### config.mk
export PLATFORM = sky130hd
export DESIGN_NAME = ysyx_bus_sched
export DESIGN_NICKNAME = d
export VERILOG_FILES = /design/src/rtl/ysyx_bus_pkg.sv /design/src/rtl/ysyx_bus_wlane.sv /design/src/rtl/ysyx_bus_sched.sv
export SDC_FILE = /design/constraint.sdc
export NUM_CORES = 1
export LEC_CHECK = 0
export ABC_AREA = 1
export CAP_MARGIN = 25
export CORE_AREA = 2 2 185 187
export CTS_CLUSTER_DIAMETER = 100
export CTS_CLUSTER_SIZE = 40
export DETAILED_ROUTE_END_ITERATION = 10
export DIE_AREA = 0 0 187 189
export PLACE_DENSITY = 0.68
export SYNTH_ARGS = -nofsm -noshare
export SYNTH_HDL_FRONTEND = slang
export SYNTH_SLANG_ARGS = --single-unit
### constraint.sdc
create_clock -name clk -period 4.1 [get_ports clk]
set_input_delay 0.82 -clock clk [delete_from_list [all_inputs] [get_ports clk]]
set_output_delay 0.82 -clock clk [all_outputs]
set_load 0.02 [all_outputs]
### src/rtl/ysyx_bus_pkg.sv
// Shared types and constants for the ysyx bus scheduler: FSM states, owners,
// fixed AXI field values and the requester strobe to AXI size mapping.
package ysyx_bus_pkg;

  typedef enum logic [2:0] {
    ST_IDLE = 3'd0,
    ST_RD_A = 3'd1,
    ST_RD_D = 3'd2,
    ST_WR   = 3'd3,
    ST_WR_B = 3'd4
  } state_e;

  typedef enum logic [1:0] {
    OWN_IFU = 2'd0,
    OWN_LD  = 2'd1,
    OWN_ST  = 2'd2
  } owner_e;

  localparam logic [1:0] AXI_BURST_INCR = 2'b01;
  localparam logic [1:0] AXI_RESP_OKAY  = 2'b00;
  localparam logic [7:0] AXI_LEN_SINGLE = 8'd0;
  localparam logic [3:0] AXI_ID_ZERO    = 4'd0;

  // Byte, half and word strobes map to their natural size; anything else is a word.
  function automatic logic [2:0] strb_to_size(input logic [7:0] strb);
    case (strb)
      8'h01:   return 3'd0;
      8'h03:   return 3'd1;
      8'h0f:   return 3'd2;
      default: return 3'd2;
    endcase
  endfunction

endpackage

### src/rtl/ysyx_bus_wlane.sv
// Write lane alignment: shifts the requester word by the byte offset, replicates
// it on both 32-bit halves and places the shifted strobe in the half picked by addr[2].
module ysyx_bus_wlane #(
  parameter int DATA_W = 32
) (
  input  logic [2:0]          addr,
  input  logic [DATA_W-1:0]   wdata,
  input  logic [3:0]          wstrb,
  output logic [2*DATA_W-1:0] lane_wdata,
  output logic [7:0]          lane_wstrb
);

  logic [DATA_W-1:0] shifted;
  logic [3:0]        strb_sh;

  always_comb begin
    shifted    = wdata << {addr[1:0], 3'b000};
    strb_sh    = wstrb << addr[1:0];
    lane_wdata = {shifted, shifted};
    lane_wstrb = addr[2] ? {strb_sh, 4'b0000} : {4'b0000, strb_sh};
  end

endmodule

### src/rtl/ysyx_bus_sched.sv
// Single-outstanding AXI4 scheduler for IFU read, LSU load and LSU store.
// Optional watchdog under YSYX_BUS_SCHED_TIMEOUT_EN forces an error response after 0xFFFF busy cycles.
module ysyx_bus_sched
  import ysyx_bus_pkg::*;
#(
  parameter int ADDR_W     = 32,
  parameter int DATA_W     = 32,
  parameter int STARVE_MAX = 8
) (
  input  logic              clk,
  input  logic              rst,
  input  logic [ADDR_W-1:0] ifu_araddr,
  input  logic              ifu_arvalid,
  output logic [DATA_W-1:0] ifu_rdata_o,
  output logic              ifu_rvalid_o,
  output logic              ifu_rerr_o,
  input  logic [ADDR_W-1:0] lsu_araddr,
  input  logic              lsu_arvalid,
  input  logic [7:0]        lsu_rstrb,
  output logic [DATA_W-1:0] lsu_rdata_o,
  output logic              lsu_rvalid_o,
  output logic              lsu_rerr_o,
  input  logic [ADDR_W-1:0] lsu_awaddr,
  input  logic [DATA_W-1:0] lsu_wdata,
  input  logic [7:0]        lsu_wstrb,
  input  logic              lsu_wvalid,
  output logic              lsu_wready_o,
  output logic              lsu_werr_o,
  output logic [ADDR_W-1:0] io_master_araddr,
  output logic              io_master_arvalid,
  output logic [2:0]        io_master_arsize,
  output logic [7:0]        io_master_arlen,
  output logic [1:0]        io_master_arburst,
  output logic [3:0]        io_master_arid,
  input  logic              io_master_arready,
  input  logic [63:0]       io_master_rdata,
  input  logic [1:0]        io_master_rresp,
  input  logic              io_master_rvalid,
  input  logic              io_master_rlast,
  output logic              io_master_rready,
  output logic [ADDR_W-1:0] io_master_awaddr,
  output logic              io_master_awvalid,
  output logic [2:0]        io_master_awsize,
  output logic [7:0]        io_master_awlen,
  output logic [1:0]        io_master_awburst,
  output logic [3:0]        io_master_awid,
  input  logic              io_master_awready,
  output logic [63:0]       io_master_wdata,
  output logic [7:0]        io_master_wstrb,
  output logic              io_master_wvalid,
  output logic              io_master_wlast,
  input  logic              io_master_wready,
  input  logic [1:0]        io_master_bresp,
  input  logic              io_master_bvalid,
  output logic              io_master_bready,
  output logic [2:0]        dbg_state_o
);

  localparam int STARVE_W = $clog2(STARVE_MAX + 1);
  localparam logic [STARVE_W-1:0] STARVE_LIM = STARVE_W'(STARVE_MAX);

  state_e              state_q, state_d;
  owner_e              owner_q, owner_d, grant_own;
  logic                grant_vld, any_pulse, aw_fire, w_fire;
  logic [ADDR_W-1:0]   addr_q, addr_d;
  logic [2:0]          size_q, size_d;
  logic [DATA_W-1:0]   wdata_q, wdata_d, rdata_q, rdata_d;
  logic [3:0]          wstrb_q, wstrb_d;
  logic [STARVE_W-1:0] starve_q, starve_d;
  logic                aw_done_q, aw_done_d, w_done_q, w_done_d;
  logic                arvalid_q, arvalid_d, awvalid_q, awvalid_d, wvalid_q, wvalid_d;
  logic                rready_q, rready_d, bready_q, bready_d, err_q, err_d;
  logic                ifu_pls_q, ifu_pls_d, ld_pls_q, ld_pls_d, st_pls_q, st_pls_d;
  logic [2*DATA_W-1:0] lane_wdata;
  logic [7:0]          lane_wstrb;
`ifdef YSYX_BUS_SCHED_TIMEOUT_EN
  logic [15:0]         wdog_q, wdog_d;
`endif

  ysyx_bus_wlane #(.DATA_W(DATA_W)) u_wlane (
    .addr       (addr_q[2:0]),
    .wdata      (wdata_q),
    .wstrb      (wstrb_q),
    .lane_wdata (lane_wdata),
    .lane_wstrb (lane_wstrb)
  );

  always_comb begin
    state_d   = state_q;
    owner_d   = owner_q;
    addr_d    = addr_q;
    size_d    = size_q;
    wdata_d   = wdata_q;
    wstrb_d   = wstrb_q;
    rdata_d   = rdata_q;
    starve_d  = starve_q;
    aw_done_d = aw_done_q;
    w_done_d  = w_done_q;
    arvalid_d = arvalid_q;
    awvalid_d = awvalid_q;
    wvalid_d  = wvalid_q;
    rready_d  = rready_q;
    bready_d  = bready_q;
    err_d     = err_q;
    ifu_pls_d = 1'b0;
    ld_pls_d  = 1'b0;
    st_pls_d  = 1'b0;
    grant_vld = 1'b0;
    grant_own = OWN_IFU;
    any_pulse = ifu_pls_q | ld_pls_q | st_pls_q;
    aw_fire   = awvalid_q & io_master_awready;
    w_fire    = wvalid_q & io_master_wready;

    case (state_q)
      ST_IDLE: begin
        // No grant in a response cycle: the requester still holds its valid then.
        if (!any_pulse) begin
          if (ifu_arvalid && starve_q == STARVE_LIM) begin
            grant_vld = 1'b1; grant_own = OWN_IFU;
          end else if (lsu_wvalid) begin
            grant_vld = 1'b1; grant_own = OWN_ST;
          end else if (lsu_arvalid) begin
            grant_vld = 1'b1; grant_own = OWN_LD;
          end else if (ifu_arvalid) begin
            grant_vld = 1'b1; grant_own = OWN_IFU;
          end
        end
        if (grant_vld) begin
          owner_d = grant_own;
          if (grant_own == OWN_IFU) starve_d = '0;
          else if (ifu_arvalid && starve_q != STARVE_LIM) starve_d = starve_q + 1'b1;
          case (grant_own)
            OWN_ST: begin
              addr_d    = lsu_awaddr;
              size_d    = strb_to_size(lsu_wstrb);
              wdata_d   = lsu_wdata;
              wstrb_d   = lsu_wstrb[3:0];
              awvalid_d = 1'b1;
              wvalid_d  = 1'b1;
              state_d   = ST_WR;
            end
            OWN_LD: begin
              addr_d    = lsu_araddr;
              size_d    = strb_to_size(lsu_rstrb);
              arvalid_d = 1'b1;
              state_d   = ST_RD_A;
            end
            default: begin
              addr_d    = ifu_araddr;
              size_d    = 3'd2;
              arvalid_d = 1'b1;
              state_d   = ST_RD_A;
            end
          endcase
        end
      end
      ST_RD_A: begin
        if (io_master_arready) begin
          arvalid_d = 1'b0;
          rready_d  = 1'b1;
          state_d   = ST_RD_D;
        end
      end
      ST_RD_D: begin
        if (io_master_rvalid && io_master_rlast) begin
          rready_d  = 1'b0;
          rdata_d   = addr_q[2] ? io_master_rdata[63:32] : io_master_rdata[31:0];
          err_d     = (io_master_rresp != AXI_RESP_OKAY);
          ifu_pls_d = (owner_q == OWN_IFU);
          ld_pls_d  = (owner_q == OWN_LD);
          state_d   = ST_IDLE;
        end
      end
      ST_WR: begin
        aw_done_d = aw_done_q | aw_fire;
        w_done_d  = w_done_q | w_fire;
        awvalid_d = awvalid_q & ~aw_fire;
        wvalid_d  = wvalid_q & ~w_fire;
        if (aw_done_d && w_done_d) begin
          bready_d = 1'b1;
          state_d  = ST_WR_B;
        end
      end
      ST_WR_B: begin
        if (io_master_bvalid) begin
          bready_d  = 1'b0;
          err_d     = (io_master_bresp != AXI_RESP_OKAY);
          st_pls_d  = 1'b1;
          aw_done_d = 1'b0;
          w_done_d  = 1'b0;
          state_d   = ST_IDLE;
        end
      end
      default: state_d = ST_IDLE;
    endcase

`ifdef YSYX_BUS_SCHED_TIMEOUT_EN
    wdog_d = (state_q == ST_IDLE) ? 16'd0 : wdog_q + 16'd1;
    // A hung slave is abandoned and the owner sees an error response.
    if (state_q != ST_IDLE && wdog_q == 16'hFFFF) begin
      state_d   = ST_IDLE;
      arvalid_d = 1'b0;
      awvalid_d = 1'b0;
      wvalid_d  = 1'b0;
      rready_d  = 1'b0;
      bready_d  = 1'b0;
      aw_done_d = 1'b0;
      w_done_d  = 1'b0;
      err_d     = 1'b1;
      ifu_pls_d = (owner_q == OWN_IFU);
      ld_pls_d  = (owner_q == OWN_LD);
      st_pls_d  = (owner_q == OWN_ST);
      wdog_d    = 16'd0;
    end
`endif
  end

  always_ff @(posedge clk or posedge rst) begin
    if (rst) begin
      state_q   <= ST_IDLE;
      owner_q   <= OWN_IFU;
      addr_q    <= '0;
      size_q    <= '0;
      wdata_q   <= '0;
      wstrb_q   <= '0;
      rdata_q   <= '0;
      starve_q  <= '0;
      aw_done_q <= 1'b0;
      w_done_q  <= 1'b0;
      arvalid_q <= 1'b0;
      awvalid_q <= 1'b0;
      wvalid_q  <= 1'b0;
      rready_q  <= 1'b0;
      bready_q  <= 1'b0;
      err_q     <= 1'b0;
      ifu_pls_q <= 1'b0;
      ld_pls_q  <= 1'b0;
      st_pls_q  <= 1'b0;
`ifdef YSYX_BUS_SCHED_TIMEOUT_EN
      wdog_q    <= 16'd0;
`endif
    end else begin
      state_q   <= state_d;
      owner_q   <= owner_d;
      addr_q    <= addr_d;
      size_q    <= size_d;
      wdata_q   <= wdata_d;
      wstrb_q   <= wstrb_d;
      rdata_q   <= rdata_d;
      starve_q  <= starve_d;
      aw_done_q <= aw_done_d;
      w_done_q  <= w_done_d;
      arvalid_q <= arvalid_d;
      awvalid_q <= awvalid_d;
      wvalid_q  <= wvalid_d;
      rready_q  <= rready_d;
      bready_q  <= bready_d;
      err_q     <= err_d;
      ifu_pls_q <= ifu_pls_d;
      ld_pls_q  <= ld_pls_d;
      st_pls_q  <= st_pls_d;
`ifdef YSYX_BUS_SCHED_TIMEOUT_EN
      wdog_q    <= wdog_d;
`endif
    end
  end

  assign ifu_rdata_o       = rdata_q;
  assign ifu_rvalid_o      = ifu_pls_q;
  assign ifu_rerr_o        = ifu_pls_q & err_q;
  assign lsu_rdata_o       = rdata_q;
  assign lsu_rvalid_o      = ld_pls_q;
  assign lsu_rerr_o        = ld_pls_q & err_q;
  assign lsu_wready_o      = st_pls_q;
  assign lsu_werr_o        = st_pls_q & err_q;

  assign io_master_araddr  = addr_q;
  assign io_master_arvalid = arvalid_q;
  assign io_master_arsize  = size_q;
  assign io_master_arlen   = AXI_LEN_SINGLE;
  assign io_master_arburst = AXI_BURST_INCR;
  assign io_master_arid    = AXI_ID_ZERO;
  assign io_master_rready  = rready_q;
  assign io_master_awaddr  = addr_q;
  assign io_master_awvalid = awvalid_q;
  assign io_master_awsize  = size_q;
  assign io_master_awlen   = AXI_LEN_SINGLE;
  assign io_master_awburst = AXI_BURST_INCR;
  assign io_master_awid    = AXI_ID_ZERO;
  assign io_master_wdata   = lane_wdata;
  assign io_master_wstrb   = lane_wstrb;
  assign io_master_wvalid  = wvalid_q;
  assign io_master_wlast   = 1'b1;
  assign io_master_bready  = bready_q;
  assign dbg_state_o       = state_q;

endmodule

* Word-level counts from Yosys, hierarchy flattened
Cells that the tools add are included.
Word-level totals: memories 0, bits in writable memories 0, bits of input ports 223, bits in latches 0, bits in read-only memories 0, bits in registers 123
Operators by class: add/sub/neg operators 1, bitwise operators 13, $mul 0, $lt $le $gt $ge 0, div/mod/pow operators 0, mux-type cells 51, shift operators 2, reduce and logical (&&, ||, !) cells 26, eq/ne operators 20
Operators by type and width (number):
- $pmux W32 S2 | 1
- $mux W32 | 1
- $shl A32 B5 Y32 | 1
- $mux W1 | 24
- $reduce_and A3 Y1 | 6
- $eq A8 B1 Y1 const B | 2
- $eq A8 B2 Y1 const B | 2
- $pmux W1 S2 | 8
- $reduce_bool A2 Y1 | 8
- $mux W3 | 5
- $pmux W3 S5 | 1
- $ne A2 B2 Y1 const B | 6
- $mux W2 | 5
- $mux W4 | 2
- $mux W8 | 1
- $pmux W2 S2 | 2
- $and A1 B1 Y1 | 7
- $eq A3 B2 Y1 const B | 2
- $pmux W3 S2 | 1
- $reduce_and A2 Y1 | 3
- $reduce_and A5 Y1 | 1
- $add A4 B1 Y4 const B | 1
- $eq A2 B1 Y1 const B | 2
- $eq A4 B4 Y1 const B | 1
- 12 further kinds | 20

* Depth between registers and ports, before layout
word-level depth 9, gate-level depth with buffers 14

* Cells and area by module
Synthesis repeated with hierarchy kept, for this count alone.
Second synthesis, totals: cells, all modules 1071, area, all modules 7667.4 µm²
By module, submodules not included:
- ysyx_bus_sched | sequential area each 3052.9 µm², instances 1, cells an instance 880, area each 6696.4 µm²
- ysyx_bus_wlane | sequential area each 0.0 µm², instances 1, cells an instance 191, area each 970.9 µm²

* Worst setup path after synthesis
No wires, ideal clock.
path type register to output, start register addr_q[0] (netlist: io_master_araddr[0]), end output io_master_wdata[49], data arrival time 1.752 ns, slack 1.528 ns, stages on the path, launching flop included 6, path buffers 2, required time 3.280 ns, cells stage by stage dfrtp_1 inv_1 clkbuf_1 nand2_1 o21ai_0 buf_4
Between the ends: word-level cells in the longest chain between the ends 1
RTL lines:
- start, declared | RTL line ysyx_bus_sched.sv:65 | logic [ADDR_W-1:0] addr_q, addr_d;
- start signal, assigned | RTL line ysyx_bus_sched.sv:245 | addr_q <= addr_d;
- $shl A32 B5 Y32 | RTL line ysyx_bus_wlane.sv:17 | shifted = wdata << {addr[1:0], 3'b000};
- end, declared | RTL line ysyx_bus_sched.sv:48 | output logic [63:0] io_master_wdata,
Every way passes these cells.

* Worst setup path after layout
Ends and elaborated chain as after synthesis.

==> flow_metrics.py <==
metrics = {
    "synth": {
        "synthesis.area_um2": 7450,
        "synth_edf_count": 0,
        "ys_ff_latch": 122,
        "synth_top_area_cell": "dfrtp_1",
        "ys_top_cells_by_area": "dfrtp_1 (41%), nand2_1 (14%), buf_4 (13%), a21oi_1 (6.1%), nor2_1 (5.6%)",
        "yosys_warnings": 0,
        "yosysTopAreaCellShare_pct": 40.98,
        "synth_cell_type_count": 33,
        "ys.flop_type": "dfrtp_1",
        "syn_inst": 1010,
        "synth-async-reset-ratio_pct": 100.0,
        "ys_seq_area_share_pct": 40.98,
        "syn_area_per_cell_um2": 7.376,
    },
    "clocking": {
        "cts-root-buf": "clkbuf_16",
        "numCtsBuffers": 17,
        "cts_sinks": 122,
        "cts.path.max_buffers": 2,
        "cts_resized": 0,
        "cts_tree": "done",
        "clk_pin_slew_worst_paths_ps": 60,
        "post_cts_buffers": 0,
        "worstSkewPairLatency_ps": 420,
        "cts_hold_buf": 0,
        "htree_levels": 4,
    },
    "placement": {
        "gp_congestion": 0.9085,
        "numPortBuffers": 440,
        "placed_area_um2": 11460,
        "dp.cells": 1753,
        "hpwl_mm": 21.88,
        "place_ws_ps": 928.3,
    },
    "setup_path": {
        "startpoint_type": "flip-flop",
        "path_buf_inv": 3,
        "worstSetupEndpointType": "output pin",
        "cpPeakStageDelay_ps": 690,
        "setup.worst_path.start": "io_master_araddr[0]",
        "r2r.worst_path.cells": 10,
        "r2r_start": "ifu_rvalid_o",
        "crit_chain": "inv_1, buf_4, nand2_1, o21ai_0, clkdlybuf4s50_1",
        "path_class": "flip-flop to output pin",
        "cp_top_family": "buffers and inverters",
        "crit_fanout": 40,
        "critPathArrivalTime_ps": 2370,
        "critPathSlowestCell": "clkdlybuf4s50_1",
        "path_depth": 5,
        "required_ps": 3280,
    },
    "flow_run": {
        "maxCapViolCount": 0,
    },
    "die": {
        "io_pins": 472,
        "dieWidth_um": 187,
        "start_util_pct": 22.38,
        "core.rowCount": 67,
        "dieArea_um2": 35340,
        "core_area_um2": 33280,
        "die_y_um": 189,
    },
    "finish": {
        "antenna_cells": 0,
        "drive_above_1_share_pct": 3.820,
        "final_area_um2": 12060,
        "final_common_cell": "clkdlybuf4s50_1",
        "fillCellCount": 3419,
        "layout.nets": 1551,
        "layout_common_cells": "clkdlybuf4s50_1 (440), nand2_1 (271), dfrtp_1 (122)",
        "final_core_util_pct": 36.25,
        "syn_to_final_growth_pct": 61.92,
        "fin_cells": 1783,
    },
    "routing": {
        "post_drt_wl_per_cell_um": 15.96,
        "totalWireLength_mm": 28.45,
        "drt-initial-drc-count": 339,
        "drc": 0,
        "ant_nets": 0,
        "vias": 7803,
        "dr.pass1.iters": 5,
        "vias_per_cell": 4.376,
    },
    "sta": {
        "fin_crit_sh_pct": 77.88,
        "fin_ws_ps": 906.9,
        "fin_setup_tns_ps": 0,
        "worstMarginPinSlew_ps": 746.8,
        "hold_violations": 0,
        "setup_viol": 0,
        "fmax_ghz": 0.3132,
        "skew_ps": 10.75,
        "slew_viol_final": 0,
        "min_period_ps": 3193,
        "slew_headroom_pct": 50.22,
        "grt_setup_unrepaired": "no",
    },
    "global_route": {
        "grt_util_all_layers_pct": 15.59,
        "antenna_found_initial": 0,
        "grt_max_degree": 77,
        "grt_pass1_vias": 7805,
        "grt_overflow": 0,
        "grt_pass1_wl_mm": 42.87,
    },
    "power_and_ir_drop": {
        "ir_drop_uv": 339.4,
        "power_density_nw_per_um2": 796.6,
        "leakagePower_nw": 5.246,
    },
    "min_path": {
        "hold_path.class": "flip-flop to flip-flop",
        "min_path_cells": 1,
        "hold_start": "owner_q[0]",
    },
    "status": {
        "status": "complete, no violations",
    },
}
[synthesized netlist by cell type, types with 2 or more instances]
cell,n
buf_1,2
dfrtp_1,122
buf_4,132
nor2_1,111
mux2i_1,6
clkbuf_1,45
o21a_1,2
a22oi_1,5
nand3_1,46
o31ai_1,33
conb_1,2
a21oi_1,91
o21ai_0,61
nand4_1,7
inv_1,44
buf_2,8
nand2_1,272
ha_1,4
nor3_1,3
[path summary, 6_finish.rpt]
check	slack, ps	end
setup / recovery	910	io_master_wdata[49]
hold / removal	440	ifu_rvalid_o
hold reg to reg	440	ifu_rvalid_o
min in group asynchronous	910	ifu_rdata_o[8]
max in group asynchronous	2430	dbg_state_o[2]
setup reg to reg	1580	io_master_araddr[29]
[cell type report]
cell class	count	area, um2	area share (%)
Clock buffer	23	488.0	4.045
Tap cell	448	560.5	4.647
Multi-Input combinational cell	683	3122	25.88
Clock inverter	7	115.1	0.9543
Inverter	46	177.7	1.473
Timing Repair Buffer	454	4547	37.69
Sequential cell	122	3053	25.31
[state kept, by name (all words and copies together) (netlist names)]
| name | count |
|---|---|
| lsu_wready_o | 1 |
| io_master_arsize | 2 |
| io_master_bready | 1 |
| err_q | 1 |
| starve_q | 4 |
| owner_q | 2 |
| wstrb_q | 4 |
| ifu_rdata_o | 32 |
| wdata_q | 32 |
| lsu_rvalid_o | 1 |
| w_done_q | 1 |
| io_master_rready | 1 |
| ifu_rvalid_o | 1 |
| dbg_state_o | 3 |
| io_master_awvalid | 1 |
| io_master_arvalid | 1 |
| io_master_araddr | 32 |
| aw_done_q | 1 |
| io_master_wvalid | 1 |
[worst reg2reg max path, cell delays in order, from the launching register on]
cell,delay [ps]
dfrtp_1,390
inv_1,60
nand2_1,60
nor2_2,240
nand3b_1,120
nor2_1,210
ha_2,660
nand2_1,120
a21oi_1,350
a21oi_1,80
o21ai_0,160
[metrics by stage]
step	hold WS (ps)	power [mW]
after CTS	439.9	9.735
after floorplan	408.2	5.835
final	437.7	9.609
after global routing	458.0	10.18
after detailed placement	431.7	8.089
after global placement	423.3	8.019
[kinds of logic after synthesis]
logic type                 Yosys count  share of synthesized area, %
and+or+nand+nor                    444                         23.95
buffers and inverters              234                         18.68
AOI/OAI and AO/OA                  196                         14.58
DFF                                122                         40.98
muxes                                6                        0.8062
adders and majority gates            4                        0.6718
other                                2                        0.1008
xor gates and xnor gates             2                        0.2352
[power breakdown]
group	internal, mW	switching [mW]
combinational	2.53	3.29
clock	1.01	0.565
sequential	1.73	0.481
total	5.28	4.33
[routing by layer]
layer	GRT usage (%)	share of wire [%]	routed length, um
met5	0	0	0
met4	6.136	2.7	776
met3	3.485	6.6	1876
met2	29.00	52	14710
met1	17.18	39	11090
Note: power is estimated with default switching activity, not from simulation.
